File: config.mk
export PLATFORM = sky130hd
export DESIGN_NAME = accum_seq_ctrl
export DESIGN_NICKNAME = d
export VERILOG_FILES = /design/src/rtl/accum_pkg.sv /design/src/rtl/acc_core.sv /design/src/rtl/accum_seq_ctrl.sv
export SDC_FILE = /design/constraint.sdc
export NUM_CORES = 1
export LEC_CHECK = 0
export BUFFER_PORTS_ARGS = -buffer_cell sky130_fd_sc_hd__buf_2
export CORE_UTILIZATION = 49
export DETAILED_ROUTE_END_ITERATION = 12
export PLACE_DENSITY = 0.76
export REMOVE_ABC_BUFFERS = 1
export SLEW_MARGIN = 20
export SYNTH_ARGS = -nofsm -noshare
export SYNTH_HDL_FRONTEND = slang
export SYNTH_SLANG_ARGS = --single-unit
File: constraint.sdc
create_clock -name clk -period 1.9 [get_ports clk]
set_clock_uncertainty 0.15 [all_clocks]
set_input_delay 0.19 -clock clk [delete_from_list [all_inputs] [get_ports clk]]
set_output_delay 0.19 -clock clk [all_outputs]
set_load 0.05 [all_outputs]
File: src/rtl/accum_pkg.sv
// Shared types and constants for the accumulator job sequencer.
package accum_pkg;

    typedef enum logic [1:0] {
        IDLE = 2'd0,
        RUN  = 2'd1,
        DONE = 2'd2
    } acc_state_t;

    localparam int ACC_W = 8;

    localparam logic [ACC_W-1:0] ACC_SAT_MAX = {1'b0, {(ACC_W-1){1'b1}}};
    localparam logic [ACC_W-1:0] ACC_SAT_MIN = {1'b1, {(ACC_W-1){1'b0}}};

    // Two's-complement overflow: same-sign operands yielding a different-sign sum.
    function automatic logic add_ovf(input logic s_msb, input logic a_msb, input logic sum_msb);
        return (s_msb == a_msb) && (sum_msb != s_msb);
    endfunction

endpackage

File: src/rtl/acc_core.sv
// Accumulator datapath: W-bit adder, result register, carry/overflow detect.
// Optional saturation on signed overflow when ACC_SAT_EN is defined.
module acc_core
    import accum_pkg::*;
#(
    parameter int W = ACC_W
) (
    input  logic         clk,
    input  logic         reset_n,
    input  logic         clr,
    input  logic         en,
    input  logic [W-1:0] a,
    output logic [W-1:0] sum,
    output logic         c_d,
    output logic         v_d
);

`ifdef ACC_SAT_EN
    localparam logic [W-1:0] SAT_MAX = {1'b0, {(W-1){1'b1}}};
    localparam logic [W-1:0] SAT_MIN = {1'b1, {(W-1){1'b0}}};
`endif

    logic [W:0]   sum_d_s;
    logic [W-1:0] sum_r;
    logic [W-1:0] next_sum_s;

    // Raw W+1-bit sum and the flags derived from it
    always_comb begin
        sum_d_s = {1'b0, sum_r} + {1'b0, a};
        c_d     = sum_d_s[W];
        v_d     = add_ovf(sum_r[W-1], a[W-1], sum_d_s[W-1]);
    end

    // Select the value written back: wrapped sum, or clamped on overflow
    always_comb begin
        next_sum_s = sum_d_s[W-1:0];
`ifdef ACC_SAT_EN
        if (v_d) begin
            if (a[W-1]) begin
                next_sum_s = SAT_MIN;
            end else begin
                next_sum_s = SAT_MAX;
            end
        end else begin
            next_sum_s = sum_d_s[W-1:0];
        end
`endif
    end

    // Result register: clear wins over accumulate
    always_ff @(posedge clk or negedge reset_n) begin
        if (!reset_n) begin
            sum_r <= {W{1'b0}};
        end else if (clr) begin
            sum_r <= {W{1'b0}};
        end else if (en) begin
            sum_r <= next_sum_s;
        end
    end

    assign sum = sum_r;

endmodule

File: src/rtl/accum_seq_ctrl.sv
// Job sequencer: accepts a length, streams that many operands into acc_core,
// tracks sticky carry/overflow and pulses done. Build macro: ACC_SAT_EN.
module accum_seq_ctrl
    import accum_pkg::*;
#(
    parameter int W     = ACC_W,
    parameter int CNT_W = 8
) (
    input  logic             clk,
    input  logic             reset_n,
    input  logic             start,
    input  logic [CNT_W-1:0] len,
    input  logic [W-1:0]     in_data,
    input  logic             in_valid,
    output logic             in_ready,
    output logic             busy,
    output logic             done,
    output logic [W-1:0]     result,
    output logic             carry,
    output logic             ovf,
    output logic [CNT_W-1:0] beats
);

    localparam logic [CNT_W-1:0] CNT_ONE = {{(CNT_W-1){1'b0}}, 1'b1};

    acc_state_t       state_r;
    acc_state_t       state_nxt_s;
    logic [CNT_W-1:0] len_r;
    logic [CNT_W-1:0] beats_r;
    logic             carry_r;
    logic             ovf_r;
    logic             clr_s;
    logic             hs_s;
    logic             last_beat_s;
    logic             c_d_s;
    logic             v_d_s;

    assign clr_s       = (state_r == IDLE) && start;
    assign hs_s        = (state_r == RUN) && in_valid;
    // len_r is non-zero whenever RUN is entered, so len_r - 1 cannot underflow here
    assign last_beat_s = hs_s && (beats_r == (len_r - CNT_ONE));

    acc_core #(.W(W)) u_core (
        .clk     (clk),
        .reset_n (reset_n),
        .clr     (clr_s),
        .en      (hs_s),
        .a       (in_data),
        .sum     (result),
        .c_d     (c_d_s),
        .v_d     (v_d_s)
    );

    // State register
    always_ff @(posedge clk or negedge reset_n) begin
        if (!reset_n) begin
            state_r <= IDLE;
        end else begin
            state_r <= state_nxt_s;
        end
    end

    // Next-state logic
    always_comb begin
        state_nxt_s = state_r;
        case (state_r)
            IDLE: begin
                if (start) begin
                    if (len == {CNT_W{1'b0}}) begin
                        state_nxt_s = DONE;
                    end else begin
                        state_nxt_s = RUN;
                    end
                end else begin
                    state_nxt_s = IDLE;
                end
            end
            RUN: begin
                if (last_beat_s) begin
                    state_nxt_s = DONE;
                end else begin
                    state_nxt_s = RUN;
                end
            end
            DONE:    state_nxt_s = IDLE;
            default: state_nxt_s = IDLE;
        endcase
    end

    // Outputs decoded from state only
    always_comb begin
        in_ready = 1'b0;
        busy     = 1'b0;
        done     = 1'b0;
        case (state_r)
            IDLE: begin
                in_ready = 1'b0;
                busy     = 1'b0;
                done     = 1'b0;
            end
            RUN: begin
                in_ready = 1'b1;
                busy     = 1'b1;
                done     = 1'b0;
            end
            DONE: begin
                in_ready = 1'b0;
                busy     = 1'b1;
                done     = 1'b1;
            end
            default: begin
                in_ready = 1'b0;
                busy     = 1'b0;
                done     = 1'b0;
            end
        endcase
    end

    // Job length capture, beat counter and sticky flags
    always_ff @(posedge clk or negedge reset_n) begin
        if (!reset_n) begin
            len_r   <= {CNT_W{1'b0}};
            beats_r <= {CNT_W{1'b0}};
            carry_r <= 1'b0;
            ovf_r   <= 1'b0;
        end else if (clr_s) begin
            len_r   <= len;
            beats_r <= {CNT_W{1'b0}};
            carry_r <= 1'b0;
            ovf_r   <= 1'b0;
        end else if (hs_s) begin
            beats_r <= beats_r + CNT_ONE;
            carry_r <= carry_r | c_d_s;
            ovf_r   <= ovf_r | v_d_s;
        end
    end

    assign carry = carry_r;
    assign ovf   = ovf_r;
    assign beats = beats_r;

endmodule
# After elaboration in Yosys (flattened, before gate mapping)
# Cells that the tools add are included.
[op_classes] n_addsub=3 eq_ne=5 mux=15 bitwise_logic=2 n_reduce_logical=8
[ops] operator="8-bit 2-to-1 mux" n=4
[ops] operator="8-bit by 8-bit adder with 9-bit output" n=1
[ops] operator="8-bit by 1-bit adder with 8-bit output (second input constant)" n=1
[ops] operator="8-bit equality test" n=1
[ops] operator="8-bit logical NOT" n=1
[ops] operator="8-bit by 1-bit subtractor with 8-bit output (second input constant)" n=1
[ops] operator="1-bit 2-to-1 mux" n=7
[ops] operator="2-bit 2-to-1 mux" n=3
[ops] operator="1-bit logical AND" n=4
[ops] operator="2-bit one-hot mux with 2 select lines" n=1
[ops] operator="2-bit by 1-bit equality test with 1-bit output (second input constant)" n=1
[ops] operator="2-bit equality test (second input constant)" n=1
[ops] operator="2-bit logical NOT" n=1
[ops] operator="1-bit bitwise OR" n=2
[ops] operator="2-bit nonzero test" n=1
[ops] operator="2-bit OR reduction" n=1
[ops] operator="1-bit equality test" n=1
[ops] operator="1-bit inequality test" n=1
[word_totals] ff_bits=28 input_bits=20 out_inout_bits=21 word_cells=39

# Depth between registers and ports, before layout
[logic_depth] depth_word=6 ltp_mapped=8 mapped_depth_nobuf=8

# Cells and area by module
# A second synthesis with hierarchy kept.
[hier_totals] hier_cells=189 hier_area_um2=1824.2
[modules_own_cells] mod="accum_seq_ctrl" n_inst=1 cells_each=116 area_per_inst_um2=1136.1 seq_area_each_um2=500.5
[modules_own_cells] mod="acc_core" n_inst=1 cells_each=73 area_per_inst_um2=688.2 seq_area_each_um2=200.2

# Worst setup path before layout
# No wires, ideal clock.
[synth_path] kind="reg2reg" startpoint="register u_core.sum_r[0] (netlist: u_core.sum[0])" endpoint="register u_core.sum_r[6] (netlist: u_core.sum[6])" setup_ps=133 arrival_time_ps=2057 required_time_ps=1617 setup_slack_ps=-441 path_stages_with_launch=9 path_buffers=0 period_less_slack_ps=2341 cell_sequence="dfrtp_1 -> ha_1 -> inv_1 -> fa_1 -> nor2b_1 -> o21ai_0 -> a21boi_0 -> o21a_1 -> o211ai_1"
[synth_between] elab_chain_cells=3
[synth_rtl] item="start: declaration" line_no="acc_core.sv:24" rtl="logic [W-1:0] sum_r;"
[synth_rtl] item="start signal: assignment" line_no="acc_core.sv:53" rtl="sum_r <= {W{1'b0}};"
[synth_rtl] item="start signal: assignment" line_no="acc_core.sv:55" rtl="sum_r <= {W{1'b0}};"
[synth_rtl] item="start signal: assignment" line_no="acc_core.sv:57" rtl="sum_r <= next_sum_s;"
[synth_rtl] item="8-bit by 8-bit adder with 9-bit output" line_no="acc_core.sv:29" rtl="sum_d_s = {1'b0, sum_r} + {1'b0, a};"
[synth_rtl] item="8-bit 2-to-1 mux" line_no="acc_core.sv:56" rtl="end else if (en) begin"
[synth_rtl] item="8-bit 2-to-1 mux" line_no="acc_core.sv:54" rtl="end else if (clr) begin"
# No other way between the ends. The select of a mux whose other input is x is not followed.
# A chain may end at the register's enable or synchronous reset.

# Worst setup path after layout
[layout_path] startpoint="register u_core.sum_r[0] (netlist: u_core.sum[0])" endpoint="register u_core.sum_r[2] (netlist: u_core.sum[2])"
# The elaborated chain is that of the path after synthesis.

==> results.cfg <==
[sta]
max-slew-margin-rel = 0.5722
setup_tns_ns = -0.02499
hold_viol = 0
rsz0062_at_grt = yes
post-route-min-period_ns = 1.913
setup_slack_ns = -0.01256
finalSetupViolCount = 2
finalMaxSlewViolations = 0
post-route-period-util = 1.007
clock.fmax_mhz = 522.9
worstMarginPinSlew_ns = 0.6417

[critical_path]
crit_cells = 11
crit_family = adder cells
crit_chain = ha_2 -> inv_2 -> fa_2 -> nor2b_4 -> buf_4 -> buf_6 -> buf_4 -> buf_4 -> nor3_1 -> a21oi_1 -> nor2_1
worstSetupEndpoint = u_core.sum[2]$_DFFE_PN0P_
r2r_start = u_core.sum[0]$_DFFE_PN0P_
crit_buf_inv = 5
worst_setup_path_start_kind = flop
slowest_stage = dfrtp_1
slowest_delay_ns = 0.36
cp-startpoint = u_core.sum[0]$_DFFE_PN0P_
worst-r2r-cell-count = 11
cp_max_fo = 2
r2r_slack_ns = -0.01
cp_common_cell = buf_4
cp.arrival_ns = 1.95
r2r-end = u_core.sum[2]$_DFFE_PN0P_
worstSetupPathType = flop to flop
cp_data_required_time_ns = 1.93
crit_path_end_kind = flop

[layout]
stdcell_area_um2 = 2571
layout.nets = 328
area_growth_pct = 36.55
fillers = 277
drive_above_1_share = 0.3208
antenna_cells = 0

[die]
core-area_um2 = 3661
dieWidth_um = 63.99
num_rows = 22
num_io_pins = 41
die_area_um2 = 4095
initial_core_util = 0.5144
die_h_um = 63.99

[detailed_routing]
ant_nets = 0
dr.first_iter.drc_count = 112
wl_per_cell_um = 15.54
via_per_inst = 5.619
drt_wl_total_um = 5300
drcViolationCount = 0
via_count = 1916
firstDrtPassIters = 4

[yosys]
netlist_area_um2 = 1883
yosys_register_bits = 28
synth_area_leader_cell = dfrtp_1
synth_warnings = 0
syn-mean-instance-area_um2 = 8.521
synthCells = 221
synth-async-reset-ratio = 1.000
synthFlopType = dfrtp_1
synth_top_area_share = 0.3721
ys_types = 44
netlist_top_cells_area = dfrtp_1 (37%), ha_1 (8.6%), nand2_1 (8.4%), xnor2_1 (4.7%), xor2_1 (3.3%)
synth_edf_count = 0
seq_area_frac_synth = 0.3721

[clock_tree]
cts_max_level = 1
clk_latency_ns = 0.28
ctsLongestPathBuffers = 2
clk_pin_slew_ns = 0.10
clock-root-buffer = clkbuf_8
numCtsBuffers = 3
cts_sinks = 28
cts_tree = built

[min_path]
min-delay-path-class = primary input to flop

[power]
finalPower_uw = 4806
vdd_ir_drop_max_mv = 0.9777
p_per_area_nw_per_um2 = 1869
p_leak_uw = 0.001232

[placement]
dp_hpwl_um = 3362
gp_congestion = 0.8950
port_buffers = 40
placed_cell_area_um2 = 2292

[run_status]
violations = setup timing
status = finished, violations left

[grt]
grt_antenna_before_repair = 0
overflow = 0
grt_usage = 0.2686
grt_max_degree = 29
grt_pass1_wl_um = 8376
grt_pass1_vias = 1808

[flow_run]
cap_violations = 0
-- report_power, final --
| group | internal, µW | total (µW) | switching (µW) |
|---|---|---|---|
| clock network | 283 | 476 | 193 |
| logic | 1260 | 3200 | 1940 |
| registers | 855 | 1130 | 277 |
| total | 2400 | 4810 | 2410 |
-- stage by stage --
| stage | util | hold slack [ns] | cells | worst slack, ns |
|---|---|---|---|---|
| after floorplan | - | -0.2556 | 210 | -0.5074 |
| after global placement | 0.6261 | 0.09188 | 325 | -0.03196 |
| after detailed placement | 0.6261 | 0.09227 | 325 | -0.1125 |
| after CTS | 0.6801 | 0.1661 | 341 | 0.004888 |
| after global routing | 0.7023 | 0.1812 | 341 | -0.1130 |
| final | 0.7023 | 0.1611 | 341 | -0.01256 |
-- worst register-to-register path, cell delays in order (launching register included) --
cell,delay [ns]
dfrtp_1,0.36
ha_2,0.19
inv_2,0.04
fa_2,0.35
nor2b_4,0.13
buf_4,0.12
buf_6,0.08
buf_4,0.09
buf_4,0.09
nor3_1,0.04
a21oi_1,0.12
nor2_1,0.06
-- synth_stat cells, drive strengths merged (2+ instances only) --
master,n
nand2,42
dfrtp,28
nor2,15
ha,13
a21oi,12
o21ai,12
inv,10
nor3,10
xnor2,10
xor2,8
buf,6
nor2b,6
clkbuf,5
nand4,5
nor4,4
and3,3
a32o,2
and2,2
o2111ai,2
o211ai,2
o21a,2
o31ai,2
or3,2
or4,2
-- final cells by class --
type,count,area [µm²],area share
clock buffers,3,41.29,0.01606
well taps,48,60.06,0.02336
clock inverters,1,30.03,0.01168
flip-flops and latches,28,700.7,0.2725
inverters,10,37.54,0.01460
repair buffers,79,519.2,0.2019
multi-input cells,172,1182,0.4599
-- registers in the layout, indices dropped and copies added (netlist names) --
register / cells
u_core.sum: 8
carry: 1
len_r: 8
beats: 8
state_r: 2
ovf: 1
-- timing repair --
action | CTS | global route
setup endpoints to repair | 6 | 11
hold buffers | 9 | 0
cloned | 0 | 0
buffers inserted | 3 | 1
hold endpoints to repair | 36 | 0
resized for setup | 7 | 18
pin swaps | 1 | 4
-- cells by family after synthesis --
| family | after synthesis | synth area share |
|---|---|---|
| AOI/OAI and AO/OA | 42 | 0.1429 |
| muxes | 1 | 0.005316 |
| adders and majority gates | 14 | 0.09701 |
| buffers and inverters | 21 | 0.04851 |
| xor gates and xnor gates | 18 | 0.08771 |
| DFF | 28 | 0.3721 |
| and+or+nand+nor | 97 | 0.2465 |
-- layout by cell type (no fill, tap or decap), types with 2 or more instances in the layout --
cell type      count
ha_1              10
inv_1              9
xnor2_1           10
a21oi_1           10
nand2_1           42
xor2_2             2
ha_2               2
nor2b_1            5
and3_1             3
nand4_1            5
a32o_1             2
buf_2             40
or4_1              2
clkbuf_8           3
o21a_1             2
dfrtp_1           28
o211ai_1           2
nor3_1             9
xor2_1             6
o21ai_0           11
nor4_1             3
buf_4             29
dlygate4sd3_1      9
nor2_1            14
a21oi_2            2
-- metal layers --
metal  GRT usage  vias up  share of wire
met5           0        -              0
met4      0.1335        0          0.033
met3     0.02857       17          0.049
met2      0.4202       72           0.48
met1      0.3684      919           0.44
li1            -      908              -
-- worst min path at each step --
stage | depth (start not counted) | start | slack (ns) | endpoint
2_1_floorplan | 0 | reset_n | -0.26 | beats[0]$_DFFE_PN0P_
3_3_place_gp | 1 | reset_n | 0.09 | len_r[7]$_DFFE_PN0P_
3_5_place_dp | 1 | reset_n | 0.09 | len_r[7]$_DFFE_PN0P_
4_1_cts | 4 | in_data[0] | 0.17 | u_core.sum[0]$_DFFE_PN0P_
5_1_grt | 4 | in_data[0] | 0.18 | u_core.sum[0]$_DFFE_PN0P_
6_report | 4 | in_data[0] | 0.16 | u_core.sum[0]$_DFFE_PN0P_
Note: power is estimated with default switching activity, not from simulation.
